## src/rtl/lsu_pkg.sv

```systemverilog
// Shared encodings for the load/store unit: funct3 codes, FSM states, byte enables.
// Define LSU_MISALIGN_TRAP_EN to make misaligned half/word accesses illegal.
package lsu_pkg;

  localparam logic [2:0] F3_B  = 3'b000;
  localparam logic [2:0] F3_H  = 3'b001;
  localparam logic [2:0] F3_W  = 3'b010;
  localparam logic [2:0] F3_BU = 3'b100;
  localparam logic [2:0] F3_HU = 3'b101;

  localparam logic [3:0] BE_NONE = 4'b0000;
  localparam logic [3:0] BE_BYTE = 4'b0001;
  localparam logic [3:0] BE_HALF = 4'b0011;
  localparam logic [3:0] BE_WORD = 4'b1111;

`ifdef LSU_MISALIGN_TRAP_EN
  localparam bit TRAP_MISALIGN = 1'b1;
`else
  localparam bit TRAP_MISALIGN = 1'b0;
`endif

  typedef enum logic [1:0] {IDLE, REQ, WAIT, RESP} lsu_state_e;

  function automatic logic access_illegal(input logic we, input logic [2:0] funct3,
                                          input logic [1:0] addr_lo);
    logic bad_code;
    logic misaligned;
    if (we) bad_code = !(funct3 inside {F3_B, F3_H, F3_W});
    else    bad_code = !(funct3 inside {F3_B, F3_H, F3_W, F3_BU, F3_HU});
    misaligned = ((funct3[1:0] == 2'b01) && addr_lo[0]) ||
                 ((funct3[1:0] == 2'b10) && (addr_lo != 2'b00));
    return bad_code || (TRAP_MISALIGN && misaligned);
  endfunction

endpackage

```

## src/rtl/lsu_load_align.sv

```systemverilog
// Selects the addressed byte/halfword lane of a memory word and sign/zero-extends it.
module lsu_load_align
  import lsu_pkg::*;
(
  input  logic [2:0]  funct3_i,
  input  logic [1:0]  addr_lo_i,
  input  logic [31:0] rdata_i,
  output logic [31:0] data_o
);

  logic [7:0]  byte_sel;
  logic [15:0] half_sel;

  always_comb begin
    byte_sel = rdata_i[{addr_lo_i, 3'b000} +: 8];
    half_sel = addr_lo_i[1] ? rdata_i[31:16] : rdata_i[15:0];
    case (funct3_i)
      F3_B:    data_o = {{24{byte_sel[7]}}, byte_sel};
      F3_BU:   data_o = {24'h000000, byte_sel};
      F3_H:    data_o = {{16{half_sel[15]}}, half_sel};
      F3_HU:   data_o = {16'h0000, half_sel};
      default: data_o = rdata_i;
    endcase
  end

endmodule

```

## src/rtl/lsu.sv

```systemverilog
// Single-outstanding load/store unit: request handshake to data memory, lane steering, error response.
// Misaligned-access trapping is controlled by LSU_MISALIGN_TRAP_EN (see lsu_pkg).
module lsu
  import lsu_pkg::*;
#(
  parameter int ADDR_W = 32
) (
  input  logic              clk,
  input  logic              rst_n,
  input  logic              req_valid,
  output logic              req_ready,
  input  logic              req_we,
  input  logic [2:0]        req_funct3,
  input  logic [ADDR_W-1:0] req_addr,
  input  logic [31:0]       req_wdata,
  output logic              rsp_valid,
  output logic [31:0]       rsp_rdata,
  output logic              rsp_err,
  output logic              mem_req,
  input  logic              mem_gnt,
  output logic              mem_we,
  output logic [ADDR_W-1:0] mem_addr,
  output logic [3:0]        mem_be,
  output logic [31:0]       mem_wdata,
  input  logic              mem_rvalid,
  input  logic [31:0]       mem_rdata
);

  lsu_state_e        state_q, state_d;
  logic              we_q, err_q;
  logic [2:0]        funct3_q;
  logic [ADDR_W-1:0] addr_q;
  logic [31:0]       wdata_q, rdata_q;
  logic [31:0]       load_data;
  logic [3:0]        be_lane;
  logic              accept, illegal;

  assign accept  = (state_q == IDLE) && req_valid;
  assign illegal = access_illegal(req_we, req_funct3, req_addr[1:0]);

  lsu_load_align u_load_align (
    .funct3_i  (funct3_q),
    .addr_lo_i (addr_q[1:0]),
    .rdata_i   (mem_rdata),
    .data_o    (load_data)
  );

  always_ff @(posedge clk or negedge rst_n) begin
    if (!rst_n) state_q <= IDLE;
    else        state_q <= state_d;
  end

  always_comb begin
    state_d = state_q;
    case (state_q)
      IDLE:    if (req_valid) state_d = illegal ? RESP : REQ;
      REQ:     if (mem_gnt) state_d = we_q ? RESP : WAIT;
      WAIT:    if (mem_rvalid) state_d = RESP;
      RESP:    state_d = IDLE;
      default: state_d = IDLE;
    endcase
  end

  // Misaligned halfwords fall onto their aligned lane pair because only addr[1] is used.
  always_comb begin
    case (funct3_q[1:0])
      2'b00:   begin be_lane = BE_BYTE << addr_q[1:0];         mem_wdata = {4{wdata_q[7:0]}};  end
      2'b01:   begin be_lane = BE_HALF << {addr_q[1], 1'b0};   mem_wdata = {2{wdata_q[15:0]}}; end
      default: begin be_lane = BE_WORD;                        mem_wdata = wdata_q;            end
    endcase
  end

  assign mem_addr = {addr_q[ADDR_W-1:2], 2'b00};

  always_comb begin
    req_ready = 1'b0;
    mem_req   = 1'b0;
    mem_we    = 1'b0;
    mem_be    = BE_NONE;
    rsp_valid = 1'b0;
    rsp_err   = 1'b0;
    rsp_rdata = 32'h0;
    case (state_q)
      IDLE: req_ready = 1'b1;
      REQ: begin
        mem_req = 1'b1;
        mem_we  = we_q;
        mem_be  = be_lane;
      end
      RESP: begin
        rsp_valid = 1'b1;
        rsp_err   = err_q;
        rsp_rdata = err_q ? 32'h0 : rdata_q;
      end
      default: ;
    endcase
  end

  always_ff @(posedge clk or negedge rst_n) begin
    if (!rst_n) begin
      we_q     <= 1'b0;
      err_q    <= 1'b0;
      funct3_q <= 3'b000;
      addr_q   <= '0;
      wdata_q  <= 32'h0;
      rdata_q  <= 32'h0;
    end else begin
      if (accept) begin
        we_q     <= req_we;
        err_q    <= illegal;
        funct3_q <= req_funct3;
        addr_q   <= req_addr;
        wdata_q  <= req_wdata;
        rdata_q  <= 32'h0;
      end
      if ((state_q == WAIT) && mem_rvalid) rdata_q <= load_data;
    end
  end

endmodule

```

## config.mk

```make
export PLATFORM = sky130hd
export DESIGN_NAME = lsu
export DESIGN_NICKNAME = d
export VERILOG_FILES = /design/src/rtl/lsu_pkg.sv /design/src/rtl/lsu_load_align.sv /design/src/rtl/lsu.sv
export SDC_FILE = /design/constraint.sdc
export NUM_CORES = 1
export LEC_CHECK = 0
export ABC_AREA = 1
export BUFFER_PORTS_ARGS = -buffer_cell sky130_fd_sc_hd__buf_2
export CORE_MARGIN = 5
export CORE_UTILIZATION = 54
export CTS_CLUSTER_DIAMETER = 30
export DETAILED_ROUTE_END_ITERATION = 12
export PLACE_DENSITY = 0.92
export SLEW_MARGIN = 25
export SYNTH_ARGS = -nofsm -noshare
export SYNTH_HDL_FRONTEND = slang
export SYNTH_SLANG_ARGS = --single-unit
```

## constraint.sdc

```tcl
create_clock -name clk -period 2.8 [get_ports clk]
set_input_delay 0.42 -clock clk [delete_from_list [all_inputs] [get_ports clk]]
set_output_delay 0.42 -clock clk [all_outputs]
set_load 0.02 [all_outputs]
```

==> results summary, run 1 <==
Entering global routing, the biggest net connects 54 pins. Post-CTS repair changed the size of 0 cells. The mux cell area share after synthesis is 10.9%. The die area is 0.0126 sq mm. The slew at the pin closest to its max-slew limit is 523 ps. The clock tree synthesis step divided the H-tree into 3 levels.

The clock root buffer is sky130_fd_sc_hd__clkbuf_8. The detail route stage leaves a number of antenna-violating nets equal to 0. The maximum clock insertion buffer count is 2.

Data on the critical path is required at its endpoint by 2380 ps. The worst hold path belongs to the class primary input to flip-flop. Setup repair after global routing left no endpoint under its margin.

The flow ran to the end, and the final reports show no timing, DRC or antenna violations. The placeable core area is 0.0103 sq mm. The final-report max-slew violation count came to 0. The source-to-sink clock delay at the later pin of the worst-skew pair came out at 370 ps. The tool flagged a number of max-cap violations equal to 0. Summed over all layers, the routed wires come to 15000 microns. The register-to-register path setup slack came out at 790 ps.

The final-report hold violation count came out at 0. The startpoint identified for the worst hold timing path is req_addr[19]. The global routing usage summed across all routing layers is 23.7%.

At the worst endpoint, the arrival time is 2080 ps. In this run the tightest slew margin relative to its limit is 65.1%. The largest voltage drop on the vdd net is 844 uV. Summed over its instances, the top area cell type makes up 45.5% of the synthesized netlist area. The last weighted congestion value of the routability-driven placer is 0.883. The via-per-instance ratio is 5.08. In this run, the number of DRC markers left after iteration 0 of detailed routing was 275. Tracing the worst setup path back leads to its startpoint at funct3_q[1].

The number of cells on the worst reg-to-reg path is 5. The post-DP HPWL is 11300 microns. After synthesis, the largest family of logic cells by area is simple AND/OR/NAND/NOR gates. The number of distinct library cell variants in the gate-level netlist after synthesis is 26.

The setup-violating endpoint count in the final report is 0. The aggregate negative setup slack came out at 0 ps. The static leakage is 3.76 nW. The starting density of the core is 55.1%.

TritonCTS built the clock tree. The part of the Yosys area used for sequential elements came out at 45.5%. The synthesized-area fraction occupied by ao, oa, aoi and oai cells came out at 5.19%. By area the synthesized netlist is led by sky130_fd_sc_hd__dfrtp_1, sky130_fd_sc_hd__nand2_1, sky130_fd_sc_hd__mux2_2.

The count of synthesis-stage warnings from yosys is 0. The number of sinks handled by clock tree synthesis came out at 103. The final layout contains 964 nets. STA classifies the critical path endpoint as an output port. The worst register-to-register path ends at wdata_q[2]. The detailed router placed 5058 vias in this run.

The ratio of final minimum period to clock period is 89.4%. The fraction of the mapped netlist area in simple logic gates came out at 24.3%. For this run the aggregate overflow at the end of global routing stands at 0. The post-synthesis share of cell area spent on full adders, half adders and majority gates is 1.10%. The initial antenna violation count was 1. For this run, the detailed router's first-pass iteration total came to 5. On the final layout, the worst clock skew is 12.7 ps. Timing would allow up to 0.400 GHz. For this design the ratio of total power to cell area is 1200 mW/mm^2. The worst-path maximum fanout came out at 17. The top-level port count is 210.

The time the worst path needs with I/O delays and setup is 2500 ps. The first global-routing pass estimated 24300 microns of wire. The count of cells along the worst hold path came out at 2. The biggest area contributor in the post-synthesis netlist is sky130_fd_sc_hd__dfrtp_1. The combined area of all synthesized cells came out at 0.00567 sq mm. After detailed routing, the average wire length per cell comes to 15.1 microns. The count of port buffers added during placement came out at 207. The critical setup path kind is flip-flop to output port. The number of cell rows came out at 37. The antenna diode count came out at 0.

The die width came out at 112 microns. The xor/xnor cell area share of the yosys netlist is 0%. The CTS buffer count is 9.

The CTS clock-pin slew for the worst setup and hold paths came out at 120 ps. In this run, synthesis produced a sequential element count of 103. The number of global-route vias before repair came out at 4885. The worst register-to-register path begins at state_q[0]. Summing all non-filler instances in the final layout gives an area of 0.00670 sq mm.

In this run the worst setup path terminates at mem_wdata[13]. The share of cells above drive strength 1 came out at 36.0%. Synthesis handed over a netlist of 698 instances. The cell area reported after detailed placement is 0.00650 sq mm. The DRC violation count after routing came out at 0. The average instance in the mapped netlist occupies 8.12 sq um.

The layout-stage area growth over the synthesis result is 18.1%. The number of buffers inserted by post-CTS setup repair came out at 0. The vertical extent of the die came out at 112 microns. STA classifies the critical path startpoint as a flip-flop.
-- per-stage QoR --
stage	util [%]	total power, mW	hold WS [ps]	worst slack, ps	std cells
2_1_floorplan	-	6.20	124	1060	699
3_3_place_gp	63.2	6.97	306	791	978
3_5_place_dp	63.2	7.11	307	686	978
4_1_cts	65.2	8.04	262	261	995
5_1_grt	65.2	8.64	260	79.5	995
6_report	65.2	8.01	270	297	995
-- sequential cells by signal (all words and copies together) (netlist names) --
name / count
addr_q: 32
err_q: 1
funct3_q: 3
rdata_q: 32
state_q: 2
wdata_q: 32
we_q: 1
-- synth_stat cells --
master	n
sky130_fd_sc_hd__nand2_1	196
sky130_fd_sc_hd__nor2_1	104
sky130_fd_sc_hd__dfrtp_1	103
sky130_fd_sc_hd__inv_1	62
sky130_fd_sc_hd__mux2_2	55
sky130_fd_sc_hd__buf_4	42
sky130_fd_sc_hd__a21oi_1	21
sky130_fd_sc_hd__nand3_1	19
sky130_fd_sc_hd__buf_2	18
sky130_fd_sc_hd__o21ai_0	17
sky130_fd_sc_hd__nand2_2	11
sky130_fd_sc_hd__clkbuf_1	10
sky130_fd_sc_hd__o211ai_1	7
sky130_fd_sc_hd__o22ai_1	7
sky130_fd_sc_hd__and2_1	5
sky130_fd_sc_hd__ha_1	5
sky130_fd_sc_hd__inv_2	3
sky130_fd_sc_hd__nor2_2	3
sky130_fd_sc_hd__buf_6	2
sky130_fd_sc_hd__nand2_4	2
sky130_fd_sc_hd__a22oi_1	1
sky130_fd_sc_hd__buf_8	1
sky130_fd_sc_hd__conb_1	1
sky130_fd_sc_hd__inv_4	1
sky130_fd_sc_hd__nand3b_2	1
sky130_fd_sc_hd__nand4_1	1
-- routing by layer --
metal	share of wire (%)	track usage [%]	wire, microns	vias up
met4	1.1	5.37	159	2
met2	48	39.2	7260	253
met1	39	30.9	5880	2364
met5	0.11	0	16	-
li1	-	-	-	2423
met3	11	6.90	1720	16
-- report_power, final --
group | internal, mW | total, mW | switching, mW | leakage [nW]
clock | 0.347 | 0.922 | 0.576 | 0.0984
combinational | 1.59 | 4.45 | 2.85 | 2.41
sequential | 2.21 | 2.65 | 0.440 | 1.25
total | 4.14 | 8.01 | 3.87 | 3.76
-- timing repair --
action                                  in CTS  in global routing
hold buffers                                 1                  0
hold endpoints to repair                    15                  0
endpoints found under the setup margin       0                  0
-- worst min-delay path by stage --
stage / to / slack (ps)
after CTS: addr_q[19] / 260
after floorplan: addr_q[0] / 120
after global placement: rdata_q[6] / 310
after global routing: addr_q[13] / 260
after detailed placement: rdata_q[6] / 310
final: addr_q[19] / 270
-- critical path, cell delays in order, from the launching register on --
cell and delay, ps:
sky130_fd_sc_hd__dfrtp_1 430, sky130_fd_sc_hd__inv_4 150, sky130_fd_sc_hd__nand2_2 180, sky130_fd_sc_hd__inv_1 440
sky130_fd_sc_hd__nand2_1 160, sky130_fd_sc_hd__o21ai_0 150, sky130_fd_sc_hd__buf_2 210
-- cell type report --
| cell class | count | area (sq um) |
|---|---|---|
| inverters | 66 | 250 |
| fillers | 886 | 3580 |
| clock buffers | 9 | 124 |
| repair buffers | 217 | 1140 |
| clock inverters | 7 | 62.6 |
| well taps | 136 | 170 |
| multi-input cells | 457 | 2370 |
| flip-flops and latches | 103 | 2580 |
-- cells by family after synthesis --
kind of cell               after synthesis
muxes                                   55
other                                    1
adders and majority gates                5
AOI/OAI and AO/OA                       53
DFF                                    103
and+or+nand+nor                        342
buffers and inverters                  139
-- cell usage in the layout (no fill, tap or decap), types with 3 or more instances in the layout --
master	netlist	layout
sky130_fd_sc_hd__inv_1	62	62
sky130_fd_sc_hd__o22ai_1	7	7
sky130_fd_sc_hd__and2_1	5	5
sky130_fd_sc_hd__ha_1	5	5
sky130_fd_sc_hd__nand2_4	2	3
sky130_fd_sc_hd__nand2_2	11	11
sky130_fd_sc_hd__o21ai_0	17	17
sky130_fd_sc_hd__inv_2	3	3
sky130_fd_sc_hd__nor2_2	3	3
sky130_fd_sc_hd__a21oi_1	21	21
sky130_fd_sc_hd__mux2_2	55	55
sky130_fd_sc_hd__o211ai_1	7	7
sky130_fd_sc_hd__dfrtp_1	103	103
sky130_fd_sc_hd__clkbuf_8	0	9
sky130_fd_sc_hd__buf_4	42	8
sky130_fd_sc_hd__inv_6	0	3
sky130_fd_sc_hd__buf_2	18	206
sky130_fd_sc_hd__nand2_1	196	195
sky130_fd_sc_hd__nand3_1	19	19
sky130_fd_sc_hd__nor2_1	104	104
Power figures use the tool's default switching activity.
==> run 2, diff against run 1 <==
--- a/config.mk
+++ b/config.mk
@@ -12,6 +12,7 @@
 export CTS_CLUSTER_DIAMETER = 30
 export DETAILED_ROUTE_END_ITERATION = 12
 export PLACE_DENSITY = 0.92
+export SETUP_SLACK_MARGIN = 0.05
 export SLEW_MARGIN = 25
 export SYNTH_ARGS = -nofsm -noshare
 export SYNTH_HDL_FRONTEND = slang
==> constraint.sdc (replaced) <==
create_clock -name clk -period 2.8 [get_ports clk]
set_input_delay 0.7 -clock clk [delete_from_list [all_inputs] [get_ports clk]]
set_output_delay 0.7 -clock clk [all_outputs]
set_load 0.02 [all_outputs]
==> run 2 against run 1 <==
Final cell count grew 0.20%; power grew 0.56%; flip-flop and latch count is the same; first-iteration DRC count grew 25%; highest routed layer is now met4; critical endpoint is now mem_be[2]; global-route usage grew 0.45 points; core utilization grew 0.21 points; die area is the same.
==> results summary, run 2 (same netlist as run 1, synthesis figures left out) <==
In the layout the commonest cells are sky130_fd_sc_hd__buf_2, sky130_fd_sc_hd__nand2_1, sky130_fd_sc_hd__nor2_1. The register-to-register path setup slack is 800 ps (about the same). The met1 track demand over resource in global routing is 29.6% (-1.3 points).

The share of cells above drive strength 1 came out at 36.4% (+0.38 points). The worst setup path is of the flip-flop to output port kind. The iteration-0 DRC count of the detailed router was 345 (+25%). The largest voltage drop on the vdd net was 827 uV (-2.0%). The number of cell rows is 37 (unchanged). The starting density of the core is 55.1% (unchanged). The die area came out at 0.0126 sq mm (unchanged). The final layout net count was 967 (+0.31%). The largest registers in the layout are addr_q: 32 flops, rdata_q: 32 flops, wdata_q: 32 flops. Setup repair after global routing left no endpoint under its margin.

The time the worst path needs with I/O delays and setup is 2580 ps (+76.7 ps). The placeable core area is 0.0103 sq mm (unchanged). The source-to-sink clock delay at the later pin of the worst-skew pair is 360 ps (about the same). The layout-stage area growth over the synthesis result came out at 18.5%.

The post-DP HPWL was 11800 microns (+4.1%). The last weighted congestion value of the routability-driven placer came out at 0.901 (+2.1%). The max capacitance violation total came out at 0 (unchanged). The via-per-instance ratio is 5.06 (-0.50%). TritonCTS built the clock tree. The count of port buffers added during placement is 207 (unchanged). The worst-path maximum fanout is 55 (+38). The die width is 112 microns (unchanged). The number of global-route vias before repair came to 5055 (+3.5%). The data arrival time of the critical path came out at 1880 ps (-200 ps). The final-report hold violation count came to 0 (unchanged).

The ratio of final minimum period to clock period is 92.1% (+2.7 points). The residual overflow from global routing came out at 0 (unchanged). The remaining number of nets flagged by the antenna check after routing is 0 (unchanged).

The final-report max-slew violation count came out at 0 (unchanged). The antenna diode count is 0 (unchanged). The setup-violating endpoint count in the final report was 0 (unchanged).

The number of sinks handled by clock tree synthesis came to 103 (unchanged). The met3 global-route usage came to 8.57% (+1.7 points). The worst clock skew came out at 13.6 ps (+0.959 ps). The root buffer cell chosen for the clock tree is sky130_fd_sc_hd__clkbuf_8.

The tightest slew margin relative to the limit was 43.7% (-21 points). The post-cts hold buffer count came to 0 (-1). The worst setup path is captured at an output port. The global routing met2 resource utilization is 40.4% (+1.2 points). The routed length per instance came out at 15.5 microns (+2.4%). The final core utilization is 65.4% (+0.21 points). The final-layout fill cell count came out at 877 (-1.0%). The capturing point of the worst reg2reg path is wdata_q[19]. The aggregate negative setup slack is 0 ps (unchanged). The initial antenna violation count is 0 (-1). The maximum number of pins on one net before global-route repair is 66 (+22%). The endpoint required time on the critical path came out at 2100 ps (-280 ps).

The global routing usage summed across all routing layers was 24.1% (+0.45 points). The power after layout was 8.06 mW (+0.56%). The detailed-route wire length came out at 15400 microns (+2.6%). The total instance count after detailed placement is 980 (+0.20%). The CTS clock-pin slew for the worst setup and hold paths is 100 ps (-20 ps). The flip-flop and latch area is 0.00258 sq mm (unchanged).

The critical path launch point type is a flip-flop. The leading cell type in the layout, fill and taps excluded is sky130_fd_sc_hd__buf_2. The slew at the pin closest to its max-slew limit is 845 ps (+322 ps).

The tightest min-delay check is of the primary input to async pin type. The wire length of the first global-routing pass was 24700 microns (+1.8%). The area used by multi-input combinational logic is 0.00238 sq mm (+0.21%). The startpoint identified for the worst register-to-register timing path is state_q[0]. The number of iterations in the first detailed-routing pass came out at 5 (unchanged). The total power divided by cell area came to 1200 mW/mm^2 (+0.25%). The vias after detailed routing is 5043 (-0.30%). The vertical extent of the die came out at 112 microns (unchanged). The flow ran to the end, and the final reports show no timing, DRC or antenna violations. The CTS buffer count is 9 (unchanged). The top-level port count was 210 (unchanged). The total number of H-tree levels is 3 (unchanged). The fmax is 0.388 GHz (-3.0%).

The number of cells on the worst reg-to-reg path came out at 5 (unchanged). The static leakage came out at 3.76 nW (about the same). The maximum clock insertion buffer count came out at 2 (unchanged). The final cell count without fillers came to 997 (+0.20%). The busiest metal layer after global routing is met2.

The DRC violation count after routing is 0 (unchanged).
[run 2: cell types whose count changed in the layout (fill, tap and decap cells not counted)]
cell,change
sky130_fd_sc_hd__nand2_4,+1
sky130_fd_sc_hd__dlygate4sd3_1,-1
sky130_fd_sc_hd__clkinvlp_4,+3
sky130_fd_sc_hd__buf_4,+4
sky130_fd_sc_hd__o21ai_1,+1
sky130_fd_sc_hd__clkinv_2,-1
sky130_fd_sc_hd__nand2_2,-1
sky130_fd_sc_hd__inv_6,-2
sky130_fd_sc_hd__o21ai_0,-1
sky130_fd_sc_hd__inv_1,-1
[run 2: report_power, final]
part,switching [mW],internal [mW],leakage [nW]
sequential,0.443,2.21,1.25
clock,0.531,0.336,0.0858
combinational,2.90,1.64,2.42
[run 2: worst max path at each step]
stage | startpoint | endpoint | slack [ps] | cells past startpoint
floorplan | state_q[1] | rsp_rdata[10] | 780 | 4
global placement | funct3_q[0] | mem_wdata[27] | 580 | 7
detailed placement | funct3_q[0] | mem_wdata[26] | 490 | 7
CTS | funct3_q[0] | mem_wdata[26] | 90 | 7
global route | funct3_q[1] | mem_be[2] | 70 | 6
finish | funct3_q[1] | mem_be[2] | 220 | 6
[run 2: layer usage]
metal	wire [microns]	share of wire, %
met5	0	0
met3	1710	11
met4	237	1.5
met1	5960	39
met2	7510	49
[run 2: per-stage QoR]
| stage | instance area (sq um) | hold WS, ps | setup slack, ps |
|---|---|---|---|
| finish | 6720 | 438 | 221 |
| global route | 6720 | 493 | 71.5 |
| CTS | 6690 | 458 | 86.0 |
| detailed placement | 6520 | 465 | 493 |
| global placement | 6520 | 462 | 581 |
| floorplan | 5670 | 404 | 780 |
[run 2: cell type report]
cell class	count	area share, %
Tap cell	136	2.53
Clock buffer	9	1.84
Clock inverter	6	0.820
Timing Repair Buffer	220	17.3
Sequential cell	103	38.4
Inverter	66	3.78
Multi-Input combinational cell	457	35.4
[run 2: repair_timing]
item,CTS,global route
resized for setup,0,3
endpoints found under the setup margin,0,13
setup buffers,0,2
[run 2: critical path, stage by stage, from the launching register on]
cell,delay [ps]
sky130_fd_sc_hd__dfrtp_1,430
sky130_fd_sc_hd__inv_4,70
sky130_fd_sc_hd__buf_4,440
sky130_fd_sc_hd__nand3_1,200
sky130_fd_sc_hd__nand2_1,130
sky130_fd_sc_hd__nor2_1,70
sky130_fd_sc_hd__buf_2,170
